$ cat src/rtl/pipe_addsub.sv
// Pipelined WIDTH-bit adder/subtractor with carry-in.
// The carry chain is cut into STAGES registered slices with valid/ready flow.
module pipe_addsub #(
  parameter int WIDTH  = 8,
  parameter int STAGES = 2
) (
  input  logic             clk,
  input  logic             rst,
  input  logic             in_valid,
  output logic             in_ready,
  input  logic [WIDTH-1:0] a,
  input  logic [WIDTH-1:0] b,
  input  logic             sub,
  input  logic             cin,
  output logic             out_valid,
  input  logic             out_ready,
  output logic [WIDTH-1:0] s,
  output logic             ca,
  output logic             ov
);

  localparam int SLICE = WIDTH / STAGES;
  localparam int MSB   = WIDTH - 1;
  localparam int LAST  = STAGES - 1;

  if ((STAGES < 1) || (STAGES > WIDTH) ||
      ((WIDTH % STAGES) != 0)) begin : g_bad_cfg
    $error("pipe_addsub: illegal WIDTH/STAGES");
  end

  typedef logic [STAGES-1:0][WIDTH-1:0] word_arr_t;

  logic [STAGES-1:0] v_q, v_d;
  logic [STAGES-1:0] c_q, c_d;
  logic [STAGES-1:0] acc;
  word_arr_t         sum_q, sum_d;
  word_arr_t         a_q, a_d;
  word_arr_t         be_q, be_d;

  logic [WIDTH-1:0] beff;
  logic             c0;

  assign beff = sub ? ~b : b;
  assign c0   = cin ^ sub;

  function automatic logic [SLICE:0] add_slice(
    input logic [WIDTH-1:0] x,
    input logic [WIDTH-1:0] y,
    input logic             ci,
    input int               k
  );
    return {1'b0, x[k*SLICE +: SLICE]}
         + {1'b0, y[k*SLICE +: SLICE]}
         + {{SLICE{1'b0}}, ci};
  endfunction

  // Stage k can take a beat if any stage at or
  // after it is empty, or the consumer drains.
  always_comb begin
    acc = '0;
    for (int k = 0; k < STAGES; k++) begin
      acc[k] = out_ready ||
        ((~v_q & ({STAGES{1'b1}} << k)) != '0);
    end
  end

  assign in_ready = acc[0];

  always_comb begin
    logic [SLICE:0]   r;
    logic [WIDTH-1:0] ss;
    v_d   = v_q;
    c_d   = c_q;
    sum_d = sum_q;
    a_d   = a_q;
    be_d  = be_q;
    r     = add_slice(a, beff, c0, 0);
    ss    = '0;
    ss[SLICE-1:0] = r[SLICE-1:0];
    if (acc[0]) begin
      v_d[0]   = in_valid;
      c_d[0]   = r[SLICE];
      sum_d[0] = ss;
      a_d[0]   = a;
      be_d[0]  = beff;
    end
    for (int k = 1; k < STAGES; k++) begin
      r  = add_slice(a_q[k-1], be_q[k-1],
                     c_q[k-1], k);
      ss = sum_q[k-1];
      ss[k*SLICE +: SLICE] = r[SLICE-1:0];
      if (acc[k]) begin
        v_d[k]   = v_q[k-1];
        c_d[k]   = r[SLICE];
        sum_d[k] = ss;
        a_d[k]   = a_q[k-1];
        be_d[k]  = be_q[k-1];
      end
    end
  end

  always_ff @(posedge clk or posedge rst) begin
    if (rst) begin
      v_q   <= '0;
      c_q   <= '0;
      sum_q <= '0;
      a_q   <= '0;
      be_q  <= '0;
    end else begin
      v_q   <= v_d;
      c_q   <= c_d;
      sum_q <= sum_d;
      a_q   <= a_d;
      be_q  <= be_d;
    end
  end

  assign out_valid = v_q[LAST];
  assign s         = sum_q[LAST];
  assign ca        = c_q[LAST];
  assign ov        = (a_q[LAST][MSB] == be_q[LAST][MSB]) &&
                     (sum_q[LAST][MSB] != a_q[LAST][MSB]);

  // Only the sign bits of the last stage's operands feed ov.
  logic unused_last;
  assign unused_last = ^{a_q[LAST], be_q[LAST]};

endmodule

$ cat config.mk
export PLATFORM = sky130hd
export DESIGN_NAME = pipe_addsub
export DESIGN_NICKNAME = d
export VERILOG_FILES = /design/src/rtl/pipe_addsub.sv
export SDC_FILE = /design/constraint.sdc
export NUM_CORES = 1
export LEC_CHECK = 0
export ABC_AREA = 1
export ABC_CLOCK_PERIOD_IN_PS = 3120
export CORE_UTILIZATION = 25
export CTS_CLUSTER_SIZE = 12
export DETAILED_ROUTE_END_ITERATION = 16
export HOLD_SLACK_MARGIN = 0.1
export MAX_ROUTING_LAYER = met4
export PLACE_DENSITY = 0.45
export SETUP_SLACK_MARGIN = 0.15
export SYNTH_ARGS = -nofsm -noshare
export SYNTH_HDL_FRONTEND = slang
export SYNTH_SLANG_ARGS = --single-unit
$ cat constraint.sdc
create_clock -name clk -period 3.12 [get_ports clk]
set_input_delay 0.624 -clock clk [delete_from_list [all_inputs] [get_ports clk]]
set_output_delay 0.624 -clock clk [all_outputs]
set_load 0.02 [all_outputs]
# Word-level counts from Yosys, hierarchy flattened
# Cells that the tools add are included.
[totals]
ff_bits = 48
input_bits = 22
out_inout_bits = 12
word_cells = 24
[op_classes]
addsub = 4
eq_ne = 2
n_mux = 1
n_bitwise = 3
reduce_logical = 4
[ops]
columns = ["op", "n"]
rows = [
  ["adder 4 x 4 -> 5 bit", 2],
  ["adder 5 x 1 -> 5 bit", 2],
  ["two-way mux 8 bit", 1],
  ["NOT 8 bit", 1],
  ["logical OR 1 bit", 2],
  ["NOT 2 bit", 1],
  ["nonzero test 2 bit", 1],
  ["equality test 1 bit", 1],
  ["logical AND 1 bit", 1],
  ["inequality test 1 bit", 1],
  ["XOR 1 bit", 1],
]

# Depth between registers and ports, before layout
# Gate-level depths: netlist of the first run.
[depth]
ltp_word = 4
mapped_depth = 9
ltp_nobuf = 8

# Worst setup path before layout of the first run
# Ideal clock, no wire load.
[synth_path]
path_kind = "input port to flip-flop"
from = "input sub"
to = "register sum_q[2] (netlist name)"
setup_time_ps = 121
t_arrival_ps = 2072
required_time_ps = 2999
path_slack_ps = 928
stages = 7
path_buffers = 1
path_cell_list = "buf_2 > xor2_1 > fa_1 > fa_1 > xor2_1 > nand2_1 > o21ai_1"
[synth_via]
elab_chain_len = 3
elab_cells_between_ends = 4
cone_classes = "2 x add/sub; 1 x mux; 1 x bitwise"
[synth_lines]
columns = ["item", "line", "rtl"]
rows = [
  ["start, declared", "13", "input logic sub,"],
  ["two-way mux 8 bit", "43", "assign beff = sub ? ~b : b;"],
  ["adder 4 x 4 -> 5 bit", "53", "+ {1'b0, y[k*SLICE +: SLICE]}"],
  ["adder 5 x 1 -> 5 bit (*)", "54", "+ {{SLICE{1'b0}}, ci};"],
  ["end signal, assigned", "112", "sum_q <= sum_d;"],
  ["end, declared", "36", "word_arr_t sum_q, sum_d;"],
]
# Every way passes the cells marked *; elsewhere a longest branch is shown, timed or not.
# A chain may end at the register's enable or synchronous reset.

# Worst setup path after layout of the first run
[layout_path]
from = "input out_ready"
to = "output in_ready"
[layout_via]
elab_chain_len = 1
[layout_lines]
columns = ["item", "line", "rtl"]
rows = [
  ["start, declared", "16", "input logic out_ready,"],
  ["logical OR 1 bit", "62", "acc[k] = out_ready ||"],
  ["end, declared", "10", "output logic in_ready,"],
]
# No other way between the ends.

==> impl_metrics.py, run 1 <==
metrics = {
    "grt": {
        "grt_max_degree": 27,
        "grt_pass1_vias": 1059,
        "grt_use_total_pct": 10.4,
        "grt_antenna_before_repair": 0,
        "grt_overflow": 0,
        "grt_first_pass_wirelength_mm": 4.80,
    },
    "worst_setup_path": {
        "critPathRequiredTime_ns": 2.50,
        "worstSetupPathType": "input pin to primary output",
        "cp_data_arrival_time_ns": 1.93,
        "worstReg2RegStart": "c_q[0]$_DFFE_PP0P_",
        "path_max_fanout": 2,
        "rrSetupSlack_ns": 1.57,
        "worstRegToRegCells": 4,
        "crit_path_start_kind": "input pin",
        "cp-end-kind": "primary output",
        "worstReg2RegEnd": "s[5]$_DFFE_PP0P_",
    },
    "cells_and_area": {
        "syn_to_final_growth_pct": 28.6,
        "antenna_cells": 0,
        "layout_commonest_cell": "nand2_1",
        "final_cell_mix": "nand2_1 (54), clkdlybuf4s50_1 (33), dfrtp_1 (26)",
        "nets": 223,
        "design_area_mm2": 0.00186,
        "drive_above_1_share_pct": 8.42,
        "nFillCells": 618,
    },
    "cts": {
        "cts-htree-levels": 1,
        "cts_tree": "yes",
        "cts-resized-gates": 0,
        "clock-sinks": 26,
        "cts_root_buf": "clkbuf_8",
        "clockBufferDepth": 2,
        "ctsHoldBuffers": 0,
        "clk_pin_slew_ns": 0.09,
        "cts_setup_buffers": 0,
        "clk_latency_ns": 0.27,
        "numCtsBuffers": 3,
    },
    "floorplanning": {
        "die_height_um": 78.0,
        "die_area_mm2": 0.00608,
        "coreArea_mm2": 0.00554,
        "start_util_pct": 26.1,
        "die_w_um": 78.0,
        "row_count": 27,
        "io_pins": 34,
    },
    "run": {
        "cap_violations": 0,
    },
    "power": {
        "p_leak_uw": 0.000897,
        "pwr-share-seq_pct": 43.0,
        "p_int_uw": 704,
        "power_uw": 1050,
        "p_sw_share_pct": 32.9,
        "p_sw_uw": 346,
        "combPwrFrac_pct": 36.2,
        "ir_worst_vdd_mv": 0.195,
        "p_per_area_mw_per_mm2": 565,
        "p_clk_share_pct": 20.8,
    },
    "timing": {
        "rsz0062_at_grt": "no",
        "period_share_pct": 81.9,
        "finalCriticalPeriod_ns": 2.56,
        "hold_viol_final": 0,
        "hold_slack_ns": 0.477,
        "finalSetupTns_ns": 0,
        "timing.fmax_mhz": 391,
        "worst_pin_slew_ns": 0.333,
        "slew_violations": 0,
        "finalSetupViolCount": 0,
        "relSlewSlack_pct": 77.8,
        "clock_skew_ns": 0.00353,
    },
    "detailed_routing": {
        "drt_iter0_drc": 85,
        "vias": 1028,
        "drc": 0,
        "ant_nets": 0,
        "finalWirelength_mm": 2.64,
        "vias_per_cell": 3.92,
        "wl_per_cell_um": 10.1,
        "dr.pass1.iters": 4,
    },
    "yosys": {
        "syn_inst": 161,
        "syn-num-nets": 193,
        "synth_area_mm2": 0.00144,
        "ys.warnings.count": 0,
        "yosys.cell_types.count": 21,
        "ys_seq_area_share_pct": 45.1,
        "syn_avg_cell_area_um2": 8.97,
        "synth.ff_latch_count": 26,
    },
    "run_status": {
        "status": "finished, final reports clean",
    },
    "worst_hold_path": {
        "hold_class": "flip-flop to flip-flop",
        "holdPathStages": 2,
        "min_from": "sum_q[3]$_DFFE_PP0P_",
        "min_to": "s[3]$_DFFE_PP0P_",
    },
    "placed_design": {
        "io_buffers": 33,
        "dpl-instance-area_mm2": 0.00180,
        "globalplace.congestion": 0.825,
        "dp_hpwl_mm": 2.04,
    },
}
## registers in the layout, summed over array words and instances (netlist names)
name	cells
a_q	5
be_q	5
c_q	2
s	8
sum_q	4
v_q	2
## final cells by class
class                   instances  area, um^2  area share, %
clock buffers                   4        55.1           2.96
inverters                      15        56.3           3.03
multi-input cells             108         644           34.7
flip-flops and latches         26         651           35.0
well taps                      72        90.1           4.85
repair buffers                 37         360           19.4
## worst max-delay path by stage
stage,startpoint,to,cells after the start
2_1_floorplan,sub,sum_q[2]$_DFFE_PP0P_,7
3_3_place_gp,sub,sum_q[2]$_DFFE_PP0P_,7
3_5_place_dp,sub,sum_q[2]$_DFFE_PP0P_,7
4_1_cts,out_ready,in_ready,4
5_1_grt,out_ready,in_ready,4
6_report,out_ready,in_ready,4
## metal layers
metal / GRT usage (%) / share of wire (%) / vias up
met3: 1.88 / 4.4 / 4
met2: 15.5 / 41 / 29
met1: 13.8 / 53 / 439
li1: - / - / 556
met5: - / 0 / -
met4: 4.44 / 1.5 / 0
## logic make-up after synthesis
group	synth area share, %
compound gates	6.59
xor+xnor	6.07
fa+ha+maj	10.7
buf+inv	10.3
flops	45.1
simple gates	21.2
## per-stage QoR
step	utilization (%)	worst slack (ns)	cells
floorplan	-	0.928	161
finish	33.5	0.564	262
detailed placement	32.5	0.420	258
CTS	33.5	0.544	262
global route	33.5	0.524	262
global placement	32.5	0.429	258
## Yosys cell counts, drive strengths merged
master / instances / share of area [%]
xor2: 8 / 4.9
buf: 12 / 6.4
nand3: 7 / 2.4
a21oi: 4 / 1.4
o21ai: 12 / 4.7
or2: 3 / 1.3
ha: 6 / 5.2
xnor2: 2 / 1.2
inv: 15 / 3.9
fa: 4 / 5.5
o21a: 1 / 0.52
nand2: 55 / 15
nor2: 6 / 2.7
dfrtp: 26 / 45
## worst max-delay path, cell delays in order
cell and delay, ns:
clkdlybuf4s50_1 0.56, nor2_8 0.06, nand2_4 0.07, clkdlybuf4s50_1 0.60
## power groups by stage
stage	combinational, uW	clock (uW)	sequential [uW]
final	380	218	452
after global routing	429	242	463
after CTS	386	227	453
after detailed placement	385	0	460
after global placement	385	0	458
after floorplan	276	0	454
Note: power is estimated with default switching activity, not from simulation.
==> run 2: changes to the inputs <==
--- a/config.mk
+++ b/config.mk
@@ -6,7 +6,7 @@
 export NUM_CORES = 1
 export LEC_CHECK = 0
 export ABC_AREA = 1
-export ABC_CLOCK_PERIOD_IN_PS = 3120
+export ABC_CLOCK_PERIOD_IN_PS = 2700
 export CORE_UTILIZATION = 25
 export CTS_CLUSTER_SIZE = 12
 export DETAILED_ROUTE_END_ITERATION = 16
==> constraint.sdc (replaced) <==
create_clock -name clk -period 2.7 [get_ports clk]
set_input_delay 0.54 -clock clk [delete_from_list [all_inputs] [get_ports clk]]
set_output_delay 0.54 -clock clk [all_outputs]
set_load 0.02 [all_outputs]
==> run 2 against run 1 <==
- die area unchanged
- routed wire length is 1.5% lower
- cell area is 1.3% higher
- first-iteration DRC count fell by 33%
- critical path type unchanged
==> impl_metrics.py, run 2 (synthesis gave the netlist of run 1 again) <==
metrics = {
    "worst_setup_path": {
        "worstSetupPathType": "input pin to primary output",
        "worstReg2RegStart": "c_q[0]$_DFFE_PP0P_",
        "path_max_fanout": 2,
        "critPathRequiredTime_ns": 2.16,
        "rrSetupSlack_ns": 1.14,
        "worstSetupStartpoint": "out_ready",
        "cp-end-kind": "primary output",
        "cp_data_arrival_time_ns": 1.85,
        "crit_path_start_kind": "input pin",
    },
    "detailed_routing": {
        "wl_per_cell_um": 9.90,
        "drc": 0,
        "dr.pass1.iters": 4,
        "drt_iter0_drc": 57,
        "ant_nets": 0,
        "vias": 1016,
        "vias_per_cell": 3.86,
        "finalWirelength_mm": 2.60,
    },
    "timing": {
        "slew_violations": 0,
        "hold_viol_final": 0,
        "worst_pin_slew_ns": 0.332,
        "finalWorstSetupSlack_ns": 0.309,
        "rsz0062_at_grt": "no",
        "finalCriticalPeriod_ns": 2.39,
        "finalSetupTns_ns": 0,
        "clock_skew_ns": 0.00672,
        "period_share_pct": 88.5,
        "timing.fmax_mhz": 418,
        "finalSetupViolCount": 0,
        "relSlewSlack_pct": 77.9,
    },
    "cts": {
        "clk_pin_slew_ns": 0.09,
        "clockBufferDepth": 2,
        "ctsHoldBuffers": 0,
        "clock-sinks": 26,
        "cts_root_buf": "clkbuf_8",
        "numCtsBuffers": 3,
        "clk_latency_ns": 0.27,
        "cts-htree-levels": 1,
        "cts_setup_buffers": 0,
        "cts-resized-gates": 0,
        "cts_tree": "yes",
    },
    "floorplanning": {
        "start_util_pct": 26.1,
        "coreArea_mm2": 0.00554,
        "die_height_um": 78.0,
        "die_w_um": 78.0,
        "die_area_mm2": 0.00608,
        "io_pins": 34,
        "row_count": 27,
    },
    "worst_hold_path": {
        "min_from": "sum_q[1]$_DFFE_PP0P_",
        "hold_class": "flip-flop to flip-flop",
    },
    "cells_and_area": {
        "syn_to_final_growth_pct": 30.2,
        "antenna_cells": 0,
        "nFillCells": 617,
        "nets": 224,
        "final_cell_mix": "nand2_1 (54), clkdlybuf4s50_1 (33), dfrtp_1 (26)",
        "layout_commonest_cell": "nand2_1",
        "fin_cells": 263,
        "largest_register_ffs": 8,
        "drive_above_1_share_pct": 8.90,
    },
    "run": {
        "cap_violations": 0,
    },
    "power": {
        "p_per_area_mw_per_mm2": 682,
        "ir_worst_vdd_mv": 0.217,
        "p_leak_uw": 0.000908,
    },
    "run_status": {
        "status": "finished, final reports clean",
    },
    "grt": {
        "grt_pass1_vias": 1018,
        "grt_overflow": 0,
        "grt_antenna_before_repair": 0,
        "grt_max_degree": 27,
        "grt_first_pass_wirelength_mm": 4.60,
        "grt_use_total_pct": 9.94,
    },
    "placed_design": {
        "dp_slack_ns": 0.199,
        "globalplace.congestion": 0.761,
        "place_inst": 259,
        "dp_hpwl_mm": 2.04,
        "io_buffers": 33,
    },
}
[run 2: cell count changes in the layout (fill, tap and decap cells not counted)]
| cell | previous run | this run |
|---|---|---|
| clkbuf_8 | 4 | 3 |
| bufinv_16 | 0 | 1 |
| buf_4 | 4 | 5 |
[run 2: critical path, cell delays in order]
cell	delay, ns
clkdlybuf4s50_1	0.56
nor2_8	0.06
nand2_4	0.08
clkdlybuf4s50_1	0.61
[run 2: path summary, 6_finish.rpt]
path,depth (start not counted),end
max,4,in_ready
min,2,s[1]$_DFFE_PP0P_
max reg2reg,4,s[5]$_DFFE_PP0P_
min reg2reg,2,s[1]$_DFFE_PP0P_
max in group asynchronous,3,a_q[6]$_DFFE_PP0P_
min in group asynchronous,3,s[4]$_DFFE_PP0P_
[run 2: final cells by class]
type	count	area, um^2	share of cell area [%]
flip-flops and latches	26	651	34.6
multi-input cells	108	644	34.3
repair buffers	38	368	19.6
well taps	72	90.1	4.79
inverters	15	56.3	2.99
clock buffers	3	41.3	2.20
clock inverters	1	30.0	1.60
[run 2: layer usage]
| metal | up-vias | global-route usage (%) | wire [um] |
|---|---|---|---|
| met3 | 2 | 1.53 | 114 |
| met1 | 435 | 13.6 | 1350 |
| met4 | 0 | 3.89 | 34 |
| li1 | 552 | - | - |
| met2 | 27 | 14.7 | 1100 |
| met5 | - | - | 0 |
[run 2: power by group]
group | switching, uW | internal (uW) | leakage (uW)
Combinational | 228 | 211 | 0.000564
Sequential | 49.0 | 473 | 0.000309
Clock | 123 | 198 | 0.0000357
[run 2: stage by stage]
step | total power [uW] | hold WS, ns | util (%) | instance area (um^2)
after floorplan | 843 | 0.442 | - | 1440
after global placement | 976 | 0.456 | 32.7 | 1810
after detailed placement | 978 | 0.462 | 32.7 | 1810
after CTS | 1300 | 0.488 | 33.9 | 1880
after global routing | 1380 | 0.519 | 33.9 | 1880
final | 1280 | 0.481 | 33.9 | 1880
==> run 3: changes to the inputs <==
--- a/config.mk
+++ b/config.mk
@@ -6,13 +6,13 @@
 export NUM_CORES = 1
 export LEC_CHECK = 0
 export ABC_AREA = 1
-export ABC_CLOCK_PERIOD_IN_PS = 2700
-export CORE_UTILIZATION = 25
+export ABC_CLOCK_PERIOD_IN_PS = 1970
+export CORE_UTILIZATION = 44
 export CTS_CLUSTER_SIZE = 12
 export DETAILED_ROUTE_END_ITERATION = 16
 export HOLD_SLACK_MARGIN = 0.1
 export MAX_ROUTING_LAYER = met4
-export PLACE_DENSITY = 0.45
+export PLACE_DENSITY = 0.74
 export SETUP_SLACK_MARGIN = 0.15
 export SYNTH_ARGS = -nofsm -noshare
 export SYNTH_HDL_FRONTEND = slang
==> constraint.sdc (replaced) <==
create_clock -name clk -period 1.97 [get_ports clk]
set_input_delay 0.394 -clock clk [delete_from_list [all_inputs] [get_ports clk]]
set_output_delay 0.394 -clock clk [all_outputs]
set_load 0.02 [all_outputs]
==> run 3 against run 2 <==
- setup slack got worse by 0.13 ns
- critical path depth stayed put
- clock power down 18%
- global-route usage rose by 8.2 points
- sequential share of layout area grew 0.75 points
- non-clock buffer count is 2 higher
- critical path type unchanged
- highest routed layer unchanged
==> impl_metrics.py, run 3 (synthesis gave the netlist of run 1 again) <==
metrics = {
    "timing": {
        "finalCriticalPeriod_ns": 1.79,
        "slew_violations": 0,
        "relSlewSlack_pct": 78.9,
        "worst_pin_slew_ns": 0.317,
        "hold_viol_final": 0,
        "rsz0062_at_grt": "no",
        "clock_skew_ns": 0.00168,
        "finalSetupViolCount": 0,
        "period_share_pct": 90.9,
        "timing.fmax_mhz": 559,
    },
    "detailed_routing": {
        "dr.pass1.iters": 4,
        "vias": 1078,
        "drt_iter0_drc": 37,
        "ant_nets": 0,
        "drc": 0,
        "finalWirelength_mm": 2.59,
        "vias_per_cell": 4.55,
        "wl_per_cell_um": 10.9,
    },
    "cells_and_area": {
        "nFillCells": 284,
        "drive_above_1_share_pct": 12.4,
        "syn_to_final_growth_pct": 27.5,
        "fin_cells": 237,
        "layout_commonest_cell": "nand2_1",
        "nets": 226,
        "antenna_cells": 0,
        "largest_register_ffs": 8,
        "final_cell_mix": "nand2_1 (54), clkdlybuf4s50_1 (28), dfrtp_1 (26)",
    },
    "power": {
        "ir_worst_vdd_mv": 0.288,
        "power_uw": 1590,
        "p_per_area_mw_per_mm2": 864,
        "p_leak_uw": 0.000918,
    },
    "worst_setup_path": {
        "crit_family": "buffers and inverters",
        "cp_cell_sequence": "clkdlybuf4s50_1 > nor2_8 > nand2_4 > clkdlybuf4s15_1",
        "worst_path_largest_cell_delay_ns": 0.57,
        "crit_path_start_kind": "input pin",
        "worstSetupStartpoint": "out_ready",
        "worstSetupPathType": "input pin to primary output",
        "cp_data_arrival_time_ns": 1.40,
        "cp-end-kind": "primary output",
        "path_max_fanout": 2,
        "worstReg2RegStart": "c_q[0]$_DFFE_PP0P_",
        "cp.buffers_inverters": 2,
        "slowest_stage": "clkdlybuf4s50_1",
        "critPathRequiredTime_ns": 1.58,
    },
    "floorplanning": {
        "io_pins": 34,
        "coreArea_mm2": 0.00308,
        "start_util_pct": 46.9,
        "die_height_um": 59.3,
        "die_area_mm2": 0.00351,
        "row_count": 20,
        "die_w_um": 59.3,
    },
    "grt": {
        "grt_use_total_pct": 18.1,
        "grt_max_degree": 27,
        "grt_first_pass_wirelength_mm": 4.60,
        "grt_pass1_vias": 1103,
        "grt_overflow": 0,
        "grt_antenna_before_repair": 0,
    },
    "placed_design": {
        "place_inst": 233,
        "globalplace.congestion": 0.874,
        "dp_hpwl_mm": 2.06,
        "io_buffers": 33,
    },
    "cts": {
        "cts-htree-levels": 1,
        "ctsHoldBuffers": 0,
        "clk_pin_slew_ns": 0.13,
        "clk_latency_ns": 0.31,
        "clock-sinks": 26,
        "cts_tree": "yes",
        "numCtsBuffers": 3,
        "clockBufferDepth": 2,
        "cts_root_buf": "clkbuf_4",
    },
    "worst_hold_path": {
        "hold_class": "input pin to asynchronous set/reset pin",
    },
    "run_status": {
        "status": "finished, final reports clean",
    },
    "run": {
        "cap_violations": 0,
    },
}
## run 3: cell count changes in the layout (fill, tap and decap cells not counted), sizes merged
cell and change:
clkbuf +2, clkdlybuf4s50 -5, dlygate4sd2 +2, dlymetal6s2s +1, bufinv -1, buf +2
clkdlybuf4s15 +1
## run 3: final timing paths
kind / endpoint / slack, ns / cells past startpoint
worst min register to register: s[1]$_DFFE_PP0P_ / 0.49 / 2
worst max-delay path: in_ready / 0.18 / 4
max in group asynchronous: c_q[1]$_DFFE_PP0P_ / 1.31 / 3
worst min-delay path: s[0]$_DFFE_PP0P_ / 0.42 / 3
min in group clk: s[1]$_DFFE_PP0P_ / 0.49 / 2
worst max register to register: s[5]$_DFFE_PP0P_ / 0.41 / 4
## run 3: metal layers
| metal | global-route usage [%] | up-vias | part of all wire (%) |
|---|---|---|---|
| met2 | 32.9 | 33 | 50 |
| li1 | - | 551 | - |
| met5 | - | - | 0 |
| met1 | 20.4 | 492 | 44 |
| met3 | 1.31 | 2 | 4.3 |
| met4 | 7.48 | 0 | 1.0 |
## run 3: repair_timing
| item | in CTS | in global routing |
|---|---|---|
| pin swaps | 2 | 3 |
| gates resized for setup | 4 | 5 |
| endpoints found under the setup margin | 6 | 2 |
| setup buffers | 0 | 0 |
| endpoints found under the hold margin | 0 | 0 |
## run 3: cell type report
type	count	area (um^2)	area share [%]
well taps	44	55.1	2.99
clock buffers	4	36.3	1.97
multi-input cells	108	664	36.1
repair buffers	40	378	20.5
flip-flops and latches	26	651	35.4
inverters	15	56.3	3.06
## run 3: power by group
group	leakage, uW	internal (uW)	switching, uW	total, uW
Combinational	0.000588	290	324	614
Sequential	0.000309	647	66.7	714
Clock	0.0000210	113	149	262
Total	0.000918	1050	540	1590
## run 3: metrics by stage
| stage | TNS [ns] | utilization (%) | hold WS (ns) | worst slack, ns | cell area [um^2] |
|---|---|---|---|---|---|
| finish | 0 | 59.8 | 0.415 | 0.180 | 1840 |
| global placement | -1.19 | 58.5 | 0.462 | -0.313 | 1800 |
| floorplan | 0 | - | 0.434 | 0.147 | 1470 |
| detailed placement | -1.39 | 58.5 | 0.461 | -0.375 | 1800 |
| global route | 0 | 59.8 | 0.440 | 0.161 | 1840 |
| CTS | 0 | 59.6 | 0.428 | 0.140 | 1830 |
## run 3: worst min-delay path, stage by stage
cell             delay, ns
clkdlybuf4s50_1       0.39
inv_1                 0.05
buf_4                 0.30
